$ cat src/rtl/vend_dispense_ctrl.sv
// Dispense sequencer: queues settled vend transactions and fires product/nickel/dime
// actuators one at a time. Optional dispensed-coin counters under VEND_DISPENSE_COUNT_EN.
module vend_dispense_ctrl #(
    parameter int PULSE_CYC = 4,
    parameter int GAP_CYC   = 2,
    parameter int CNT_W     = 8
) (
    input  logic        clock,
    input  logic        reset_n,
    input  logic        req_valid,
    output logic        req_ready,
    input  logic        req_vend,
    input  logic [2:0]  req_change,
    input  logic        jam,
    output logic        product_motor,
    output logic        nickel_eject,
    output logic        dime_eject,
    output logic        busy,
    output logic        done,
    output logic        err_illegal,
    output logic [15:0] nickel_total,
    output logic [15:0] dime_total
);

    typedef enum logic [2:0] {IDLE, PROD, NICK, DIME, GAP, FIN} state_t;

    localparam logic [CNT_W-1:0] PULSE_LAST = CNT_W'(PULSE_CYC - 1);
    localparam logic [CNT_W-1:0] GAP_LAST   = CNT_W'(GAP_CYC - 1);
    localparam logic [CNT_W-1:0] CNT_ONE    = CNT_W'(1);

    state_t           state;
    logic [CNT_W-1:0] timer;
    logic             prod_left, nick_left;
    logic [1:0]       dime_left;

    logic [3:0] q_mem [2];
    logic       q_wr, q_rd;
    logic [1:0] q_cnt;
    logic       push, pop;
    logic [3:0] head;
    logic       hd_nick, hd_ill;
    logic [1:0] hd_dime;
    state_t     pop_next, gap_next;

    function automatic state_t first_act(input logic p, input logic n, input logic [1:0] d);
        if (p)              return PROD;
        else if (n)         return NICK;
        else if (d != 2'd0) return DIME;
        else                return FIN;
    endfunction

    assign req_ready = reset_n && (q_cnt != 2'd2);
    assign push      = req_valid && req_ready;
    assign pop       = (state == IDLE) && !jam && (q_cnt != 2'd0);
    assign head      = q_mem[q_rd];

    always_comb begin
        hd_nick = 1'b0;
        hd_dime = 2'd0;
        hd_ill  = 1'b0;
        case (head[2:0])
            3'b000: ;
            3'b001: hd_nick = 1'b1;
            3'b010: hd_dime = 2'd1;
            3'b011: begin hd_nick = 1'b1; hd_dime = 2'd1; end
            3'b100: hd_dime = 2'd2;
            default: hd_ill = 1'b1;
        endcase
    end

    assign pop_next = first_act(head[3], hd_nick, hd_dime);
    assign gap_next = first_act(prod_left, nick_left, dime_left);

    // Two-entry FIFO, no bypass: an entry pushed on an edge is poppable only after it
    always_ff @(posedge clock or negedge reset_n) begin
        if (!reset_n) begin
            q_wr     <= 1'b0;
            q_rd     <= 1'b0;
            q_cnt    <= 2'd0;
            q_mem[0] <= 4'd0;
            q_mem[1] <= 4'd0;
        end else begin
            if (push) begin
                q_mem[q_wr] <= {req_vend, req_change};
                q_wr        <= ~q_wr;
            end
            if (pop) q_rd <= ~q_rd;
            q_cnt <= q_cnt + 2'(push) - 2'(pop);
        end
    end

    // Actuator flops are loaded with the state being entered, so jam (which holds
    // state/timer) only needs to let them fall to their default of 0.
    always_ff @(posedge clock or negedge reset_n) begin
        if (!reset_n) begin
            state         <= IDLE;
            timer         <= '0;
            prod_left     <= 1'b0;
            nick_left     <= 1'b0;
            dime_left     <= 2'd0;
            product_motor <= 1'b0;
            nickel_eject  <= 1'b0;
            dime_eject    <= 1'b0;
            done          <= 1'b0;
            err_illegal   <= 1'b0;
            busy          <= 1'b0;
        end else begin
            product_motor <= 1'b0;
            nickel_eject  <= 1'b0;
            dime_eject    <= 1'b0;
            done          <= 1'b0;
            err_illegal   <= 1'b0;
            busy          <= (state != IDLE) || (q_cnt != 2'd0) || push;
            case (state)
                IDLE: if (pop) begin
                    prod_left     <= head[3];
                    nick_left     <= hd_nick;
                    dime_left     <= hd_dime;
                    err_illegal   <= hd_ill;
                    timer         <= '0;
                    state         <= pop_next;
                    product_motor <= (pop_next == PROD);
                    nickel_eject  <= (pop_next == NICK);
                    dime_eject    <= (pop_next == DIME);
                end
                PROD, NICK, DIME: if (!jam) begin
                    if (timer == PULSE_LAST) begin
                        timer <= '0;
                        state <= GAP;
                        case (state)
                            PROD:    prod_left <= 1'b0;
                            NICK:    nick_left <= 1'b0;
                            default: dime_left <= dime_left - 2'd1;
                        endcase
                    end else begin
                        timer         <= timer + CNT_ONE;
                        product_motor <= (state == PROD);
                        nickel_eject  <= (state == NICK);
                        dime_eject    <= (state == DIME);
                    end
                end
                GAP: if (!jam) begin
                    if (timer == GAP_LAST) begin
                        timer         <= '0;
                        state         <= gap_next;
                        product_motor <= (gap_next == PROD);
                        nickel_eject  <= (gap_next == NICK);
                        dime_eject    <= (gap_next == DIME);
                    end else begin
                        timer <= timer + CNT_ONE;
                    end
                end
                // FIN always completes so done stays a single-cycle pulse even under jam
                FIN: begin
                    done  <= 1'b1;
                    state <= IDLE;
                end
                default: state <= IDLE;
            endcase
        end
    end

`ifdef VEND_DISPENSE_COUNT_EN
    always_ff @(posedge clock or negedge reset_n) begin
        if (!reset_n) begin
            nickel_total <= 16'h0000;
            dime_total   <= 16'h0000;
        end else if (!jam && timer == PULSE_LAST) begin
            if (state == NICK && nickel_total != 16'hFFFF) nickel_total <= nickel_total + 16'd1;
            if (state == DIME && dime_total != 16'hFFFF)   dime_total   <= dime_total + 16'd1;
        end
    end
`else
    assign nickel_total = 16'h0000;
    assign dime_total   = 16'h0000;
`endif

endmodule

$ cat config.mk
export PLATFORM = sky130hd
export DESIGN_NAME = vend_dispense_ctrl
export DESIGN_NICKNAME = d
export VERILOG_FILES = /design/src/rtl/vend_dispense_ctrl.sv
export SDC_FILE = /design/constraint.sdc
export NUM_CORES = 1
export LEC_CHECK = 0
export ABC_CLOCK_PERIOD_IN_PS = 3000
export BUFFER_PORTS_ARGS = -buffer_cell sky130_fd_sc_hd__buf_4
export CAP_MARGIN = 20
export CORE_ASPECT_RATIO = 0.6
export CORE_MARGIN = 4
export CORE_UTILIZATION = 55
export DETAILED_ROUTE_END_ITERATION = 10
export MAX_ROUTING_LAYER = met4
export PLACE_DENSITY_LB_ADDON = 0.2
export SYNTH_ARGS = -nofsm -noshare
export SYNTH_HDL_FRONTEND = slang
export SYNTH_SLANG_ARGS = --single-unit
$ cat constraint.sdc
create_clock -name clock -period 3 [get_ports clock]
set_input_delay 0.6 -clock clock [delete_from_list [all_inputs] [get_ports clock]]
set_output_delay 0.6 -clock clock [all_outputs]
set_load 0.005 [all_outputs]
==> results of run 1 <==
-- registers in the layout (all words and copies together) (netlist names) --
name           cells
err_illegal        1
product_motor      1
q_rd               1
q_mem              8
state              3
timer              8
prod_left          1
nickel_eject       1
q_cnt              2
busy               1
done               1
nick_left          1
dime_eject         1
q_wr               1
dime_left          2
-- per-stage QoR --
step	instance area [um^2]	setup WS [ns]	instances	power (mW)
final	2330	0.612	299	2.27
after global routing	2330	0.437	299	2.47
after CTS	2330	0.665	298	2.26
after detailed placement	2240	0.469	291	1.92
after global placement	2240	0.580	291	1.91
after floorplan	2330	0.687	266	1.64
-- layout make-up --
cell class	count	area, um^2
Fill cell	311	1430
Multi-Input combinational cell	183	1190
Sequential cell	33	826
Timing Repair Buffer	16	120
Clock buffer	7	86.3
Tap cell	47	58.8
Inverter	12	45.0
Antenna cell	1	2.50
-- kinds of logic after synthesis --
| family | synth area share, % |
|---|---|
| other | 0.169 |
| flip-flops | 37.3 |
| adder cells (fa/ha/maj) | 2.83 |
| buffers and inverters | 14.0 |
| AND/OR/NAND/NOR | 19.3 |
| XOR/XNOR | 1.19 |
| AO/OA/AOI/OAI | 17.6 |
| multiplexers | 7.63 |
-- layout by cell type, fill, tap and decap left out, drive strengths merged, types with 2 or more instances in the layout --
cell type	netlist	layout
xnor2	2	2
nand2	15	15
inv	12	12
or3	2	2
buf	35	16
o22ai	2	2
a21oi	5	5
o21ai	10	10
and2	3	3
dfrtp	33	33
nand3b	3	3
nor3	8	8
nand3	6	6
conb	1	32
or3b	2	2
nand2b	5	5
mux2	12	12
a211oi	7	7
nor3b	6	6
nand4	4	4
o21a	3	3
or2	3	3
mux2i	3	3
ha	5	5
o211ai	10	10
o32a	2	2
o31ai	3	3
nor2	13	13
clkbuf	3	7
-- layer usage --
metal	GRT usage, %	up-vias	routed length [um]
li1	-	820	-
met1	31.9	797	2540
met2	22.3	86	1600
met3	6.32	8	469
met4	5.88	0	62
met5	-	-	0
-- where the power goes --
group          leakage (nW)  internal, mW  switching (mW)
Sequential            0.414         0.631           0.250
Combinational         0.561         0.484           0.567
Clock                0.0443         0.182           0.155
Total                  1.02          1.30           0.972
-- path summary, 6_finish.rpt --
kind,endpoint,slack (ns),cells past startpoint
max,q_cnt[1],0.61,7
min,q_cnt[0],0.11,1
max reg2reg,q_cnt[1],0.61,7
min reg2reg,q_wr,0.51,2
max in group asynchronous,timer[0],2.31,2
min in group clock,q_wr,0.51,2
==> reports/summary.json, run 1 <==
{
  "outcome": {
    "outcome": "finished, final reports clean"
  },
  "sta": {
    "timing.final.crit_share_pct": 79.6,
    "finalWorstPathRequiredPeriod_ns": 2.39,
    "timing_worst_slew_pin_value_ns": 0.696,
    "clock-skew-final_ns": 0.00461,
    "finalHoldViolCount": 0,
    "fin_hold_ws_ns": 0.109,
    "rsz0062_at_grt": "false",
    "timing.fmax_mhz": 419,
    "timing.setup.tns_ns": 0,
    "final-max-slew-violation-count": 0,
    "headroom_to_the_max_slew_limit_pct": 53.2,
    "final_report_setup_violation_count": 0
  },
  "setup_path": {
    "cp.required_ns": 3.21,
    "regToRegStartpoint": "state[2]",
    "crit_chain": "or2_2 -> nor3_1 -> ha_1 -> inv_1 -> ha_1 -> xnor2_1 -> xnor2_1",
    "cp_slowest_cell": "nor3_1",
    "critical_path_class": "reg -> reg",
    "worst_ep_arrival_time_ns": 2.60,
    "end_kind": "flip-flop",
    "crit_buf_inv": 1,
    "startpoint_type": "flip-flop",
    "critical-path-max-stage-delay_ns": 0.60,
    "launch_point_of_the_critical_path": "state[2]",
    "cp_top_family": "simple AND/OR/NAND/NOR gates",
    "cp_max_fo": 13
  },
  "worst_hold_path": {
    "holdCritPathClass": "in -> async"
  },
  "cells_and_area": {
    "finish.net_count": 264,
    "final_core_utilization_pct": 62.0,
    "area_growth_syn_to_layout_pct": 5.43,
    "post_route_cells_drive_above_1_share_pct": 18.3
  },
  "drt": {
    "wirelength_mm": 4.67,
    "drt_pre_antenna_iters": 5,
    "wl_per_cell_um": 15.6,
    "post_drt_via_cell_ratio": 5.72,
    "detailroute.via_count": 1711,
    "detailedRoute.firstIterationViolations": 228,
    "post-route-drc-count": 0,
    "postRouteAntennaNets": 0
  },
  "clock_tree": {
    "htree_levels": 2,
    "clock-root-buffer": "clkbuf_8",
    "post-cts-setup-buffers": 0,
    "cts_resized": 0,
    "clock_tree.buffer_depth": 2,
    "tritoncts": "yes",
    "cts.reportedPaths.clkPinSlew_ns": 0.06,
    "clk_latency_ns": 0.29,
    "ctsHoldBuffers": 0,
    "clock_sink_count": 33,
    "numCtsBuffers": 5
  },
  "place": {
    "detailedPlacementHpwl_mm": 3.63,
    "place_congestion": 0.924,
    "port_buffers": 14
  },
  "global_route": {
    "globalRoute.totalOverflow": 0,
    "grt_first_pass_wirelength_mm": 7.72,
    "initial_antenna_violation_count": 1,
    "grt_max_degree": 33,
    "grt_pass1_vias": 1475,
    "globalRouteTotalUtil_pct": 19.9
  },
  "synthesis": {
    "synth_top_cells_by_area": "dfrtp_1 37%, buf_4 11%, mux2_2 5.6%, o211ai_1 3.4%, ha_1 2.8%",
    "ys_async_sr_fraction_pct": 100,
    "most_repeated_cell_in_the_gate_level_netlist_after_synthesis": "dfrtp_1",
    "syn-mean-instance-area_um2": 9.42,
    "synth_top_cell_by_area": "dfrtp_1",
    "combined_area_of_all_synthesized_cells_um2": 2210,
    "synth_edf_count": 0,
    "synth.top_cells.by_count": "33 x dfrtp_1, 32 x buf_4, 15 x nand2_1",
    "synth_top_area_share_pct": 37.3,
    "ys_dominant_reg_cell": "dfrtp_1",
    "synth-seq-cells": 33,
    "cell_count_after_synthesis": 235,
    "yosys_cell_types": 54,
    "ys_warn_count": 0,
    "synth_sequential_area_ratio_pct": 37.3
  },
  "floorplan": {
    "chipHeight_um": 57.1,
    "core_area_um2": 3760,
    "floorplan.initialDensity_pct": 58.8,
    "floorplan.rows": 17,
    "die_area_um2": 5140,
    "dieWidth_um": 89.9,
    "pin_count": 47
  },
  "run": {
    "maxCapViolCount": 0
  },
  "power": {
    "power_per_cell_area_nw_per_um2": 973,
    "power.ir.vdd_worst_mv": 0.503,
    "static-leakage-power_nw": 1.02
  }
}
No activity file was read; power rests on OpenSTA's default activity.
==> run 2, diff against run 1 <==
- ABC_CLOCK_PERIOD_IN_PS: 3000 -> 2400
- clock period: 3 -> 2.4 ns (I/O delays scaled with it)
==> reports/summary.json, run 2 (synthesized netlist as in run 1, its figures left out) <==
{
  "setup_path": {
    "cp_max_fo": {"value": 7, "change": "was 13"},
    "launch_point_of_the_critical_path": {"value": "timer[0]", "change": "was state[2]"},
    "startpoint_type": {"value": "flip-flop", "change": "unchanged"},
    "critical_path_class": {"value": "reg -> reg", "change": "unchanged"},
    "end_kind": {"value": "flip-flop", "change": "unchanged"},
    "cp.required": {"value": 2.58, "unit": "ns", "change": "was 3.21 ns"},
    "regToRegStartpoint": {"value": "timer[0]", "change": "was state[2]"},
    "worst_ep_arrival_time": {"value": 2.41, "unit": "ns", "change": "was 2.60 ns"}
  },
  "place": {
    "detailedPlacementHpwl": {"value": 3.70, "unit": "mm", "change": "was 3.63 mm"},
    "place_congestion": {"value": 0.947, "change": "was 0.924"},
    "pre_cts_setup_slack": {"value": 0.201, "unit": "ns", "change": "was 0.469 ns"},
    "port_buffers": {"value": 14, "change": "unchanged"},
    "numPlacedInstances": {"value": 294, "change": "was 291"}
  },
  "power": {
    "sequentialPowerShare": {"value": 37.7, "unit": "%", "change": "was 38.8%"},
    "clock_power_share": {"value": 15.8, "unit": "%", "change": "was 14.8%"},
    "static-leakage-power": {"value": 1.05, "unit": "nW", "change": "was 1.02 nW"},
    "power.ir.vdd_worst": {"value": 0.600, "unit": "mV", "change": "was 0.503 mV"},
    "net-switching-power": {"value": 1.25, "unit": "mW", "change": "was 0.972 mW"},
    "cell_internal_pwr": {"value": 1.68, "unit": "mW", "change": "was 1.30 mW"},
    "switching_share": {"value": 42.7, "unit": "%", "change": "was 42.8%"},
    "power_per_cell_area": {"value": 1230, "unit": "nW/um^2", "change": "was 973 nW/um^2"},
    "power_frac_comb": {"value": 46.4, "unit": "%", "change": "was 46.3%"}
  },
  "clock_tree": {
    "clock-root-buffer": {"value": "clkbuf_8", "change": "unchanged"},
    "cts_resized": {"value": 0, "change": "unchanged"},
    "ctsHoldBuffers": {"value": 1, "change": "was 0"},
    "cts.reportedPaths.clkPinSlew": {"value": 0.07, "unit": "ns", "change": "was 0.06 ns"},
    "clk_latency": {"value": 0.29, "unit": "ns", "change": "about the same"},
    "post-cts-setup-buffers": {"value": 0, "change": "unchanged"},
    "numCtsBuffers": {"value": 5, "change": "unchanged"},
    "clock_tree.buffer_depth": {"value": 2, "change": "unchanged"},
    "htree_levels": {"value": 2, "change": "unchanged"},
    "tritoncts": {"value": "yes", "change": "unchanged"},
    "clock_sink_count": {"value": 33, "change": "unchanged"}
  },
  "cells_and_area": {
    "insertedDiodeCount": {"value": 0, "change": "was 1"},
    "biggestRegsByFlops": {"value": "q_mem (8), timer (8), state (3)", "change": "unchanged"},
    "post_route_cells_drive_above_1_share": {"value": 19.9, "unit": "%", "change": "was 18.3%"},
    "final_core_utilization": {"value": 63.2, "unit": "%", "change": "was 62.0%"},
    "fillCellCount": {"value": 331, "change": "was 311"},
    "final_cell_mix": {"value": "33 x dfrtp_1, 32 x conb_1, 19 x buf_4, 15 x nand2_1, 13 x nor2_1", "change": "was 33 x dfrtp_1, 32 x conb_1, 16 x buf_4, 15 x nand2_1, 13 x nor2_1"},
    "seqCellArea": {"value": 826, "unit": "um^2", "change": "unchanged"},
    "final_common_cell": {"value": "dfrtp_1", "change": "unchanged"},
    "finish.net_count": {"value": 268, "change": "was 264"},
    "area_growth_syn_to_layout": {"value": 7.46, "unit": "%", "change": "was 5.43%"},
    "multi_input_comb_area": {"value": 1190, "unit": "um^2", "change": "unchanged"},
    "fin_cells": {"value": 303, "change": "was 299"}
  },
  "drt": {
    "post-route-drc-count": {"value": 0, "change": "unchanged"},
    "detailedRoute.firstIterationViolations": {"value": 150, "change": "was 228"},
    "drt_pre_antenna_iters": {"value": 5, "change": "unchanged"},
    "postRouteAntennaNets": {"value": 0, "change": "unchanged"},
    "detailroute.via_count": {"value": 1734, "change": "was 1711"},
    "wl_per_cell": {"value": 15.7, "unit": "um", "change": "was 15.6 um"},
    "post_drt_via_cell_ratio": {"value": 5.72, "change": "about the same"},
    "wirelength": {"value": 4.76, "unit": "mm", "change": "was 4.67 mm"}
  },
  "global_route": {
    "grt_pass1_vias": {"value": 1523, "change": "was 1475"},
    "grt_first_pass_wirelength": {"value": 7.65, "unit": "mm", "change": "was 7.72 mm"},
    "initial_antenna_violation_count": {"value": 0, "change": "was 1"},
    "globalRoute.totalOverflow": {"value": 0, "change": "unchanged"},
    "grt_max_degree": {"value": 30, "change": "was 33"},
    "globalRouteTotalUtil": {"value": 19.9, "unit": "%", "change": "about the same"}
  },
  "worst_hold_path": {
    "holdCritPathClass": {"value": "in -> reg", "change": "was in -> async"},
    "hold_path_startpoint": "req_change[1]"
  },
  "sta": {
    "timing.setup.tns": {"value": 0, "unit": "ns", "change": "unchanged"},
    "finalWorstPathRequiredPeriod": {"value": 2.23, "unit": "ns", "change": "was 2.39 ns"},
    "headroom_to_the_max_slew_limit": {"value": 55.4, "unit": "%", "change": "was 53.2%"},
    "finalHoldViolCount": {"value": 0, "change": "unchanged"},
    "final-max-slew-violation-count": {"value": 0, "change": "unchanged"},
    "fin_hold_ws": {"value": 0.428, "unit": "ns", "change": "was 0.109 ns"},
    "setup_ws": {"value": 0.169, "unit": "ns", "change": "was 0.612 ns"},
    "rsz0062_at_grt": {"value": "false", "change": "unchanged"},
    "timing.fmax": {"value": 448, "unit": "MHz", "change": "was 419 MHz"},
    "final_report_setup_violation_count": {"value": 0, "change": "unchanged"},
    "timing_worst_slew_pin_value": {"value": 0.664, "unit": "ns", "change": "was 0.696 ns"},
    "clock-skew-final": {"value": 0.00303, "unit": "ns", "change": "was 0.00461 ns"},
    "timing.final.crit_share": {"value": 93.0, "unit": "%", "change": "was 79.6%"}
  },
  "floorplan": {
    "dieWidth": {"value": 89.9, "unit": "um", "change": "unchanged"},
    "pin_count": {"value": 47, "change": "unchanged"},
    "chipHeight": {"value": 57.1, "unit": "um", "change": "unchanged"},
    "floorplan.rows": {"value": 17, "change": "unchanged"},
    "core_area": {"value": 3760, "unit": "um^2", "change": "unchanged"},
    "die_area": {"value": 5140, "unit": "um^2", "change": "unchanged"},
    "floorplan.initialDensity": {"value": 58.8, "unit": "%", "change": "unchanged"}
  },
  "run": {
    "maxCapViolCount": {"value": 0, "change": "unchanged"}
  },
  "outcome": {
    "outcome": {"value": "finished, final reports clean", "change": "unchanged"}
  }
}
==> run 2: per-layer routing <==
metal  global-route usage, %  vias up  share of wire, %
met5                       -        -                 0
met2                    22.3      105                35
li1                        -      827                 -
met3                    8.30       11                13
met4                    8.50        0               1.8
met1                    29.7      791                50
==> run 2: power by group through the flow <==
| stage | Clock [mW] | Combinational, mW | Sequential, mW |
|---|---|---|---|
| 2_1_floorplan | 0 | 1.08 | 0.976 |
| 3_3_place_gp | 0 | 1.30 | 1.10 |
| 3_5_place_dp | 0 | 1.33 | 1.10 |
| 4_1_cts | 0.477 | 1.33 | 1.09 |
| 5_1_grt | 0.508 | 1.50 | 1.15 |
| 6_report | 0.464 | 1.36 | 1.11 |
==> run 2: path summary, 6_finish.rpt <==
check | cells past startpoint | slack, ns | end
worst max register to register | 5 | 0.17 | state[0]
worst max-delay path | 5 | 0.17 | state[0]
min in group asynchronous | 2 | 0.54 | q_cnt[0]
worst min register to register | 2 | 0.51 | q_wr
max in group asynchronous | 3 | 1.30 | timer[4]
worst min-delay path | 2 | 0.43 | q_mem[5]
==> run 2: area by class of cell <==
type,instances,area share [%]
multi-input combinational,183,50.2
sequential,33,34.7
timing repair buffer,20,6.42
clock buffer,7,4.05
tap,47,2.47
inverter,12,1.89
clock inverter,1,0.210
==> run 2: metrics by stage <==
step	power (mW)	instance area (um^2)
detailed placement	2.43	2270
finish	2.93	2380
floorplan	2.05	2330
global route	3.15	2380
global placement	2.40	2270
CTS	2.90	2380
==> run 2: critical path: stages (launching register included) <==
cell,delay [ns]
dfrtp_1,0.41
ha_1,0.23
nor3b_1,0.52
a211oi_2,0.24
or3_4,0.42
mux2_4,0.30
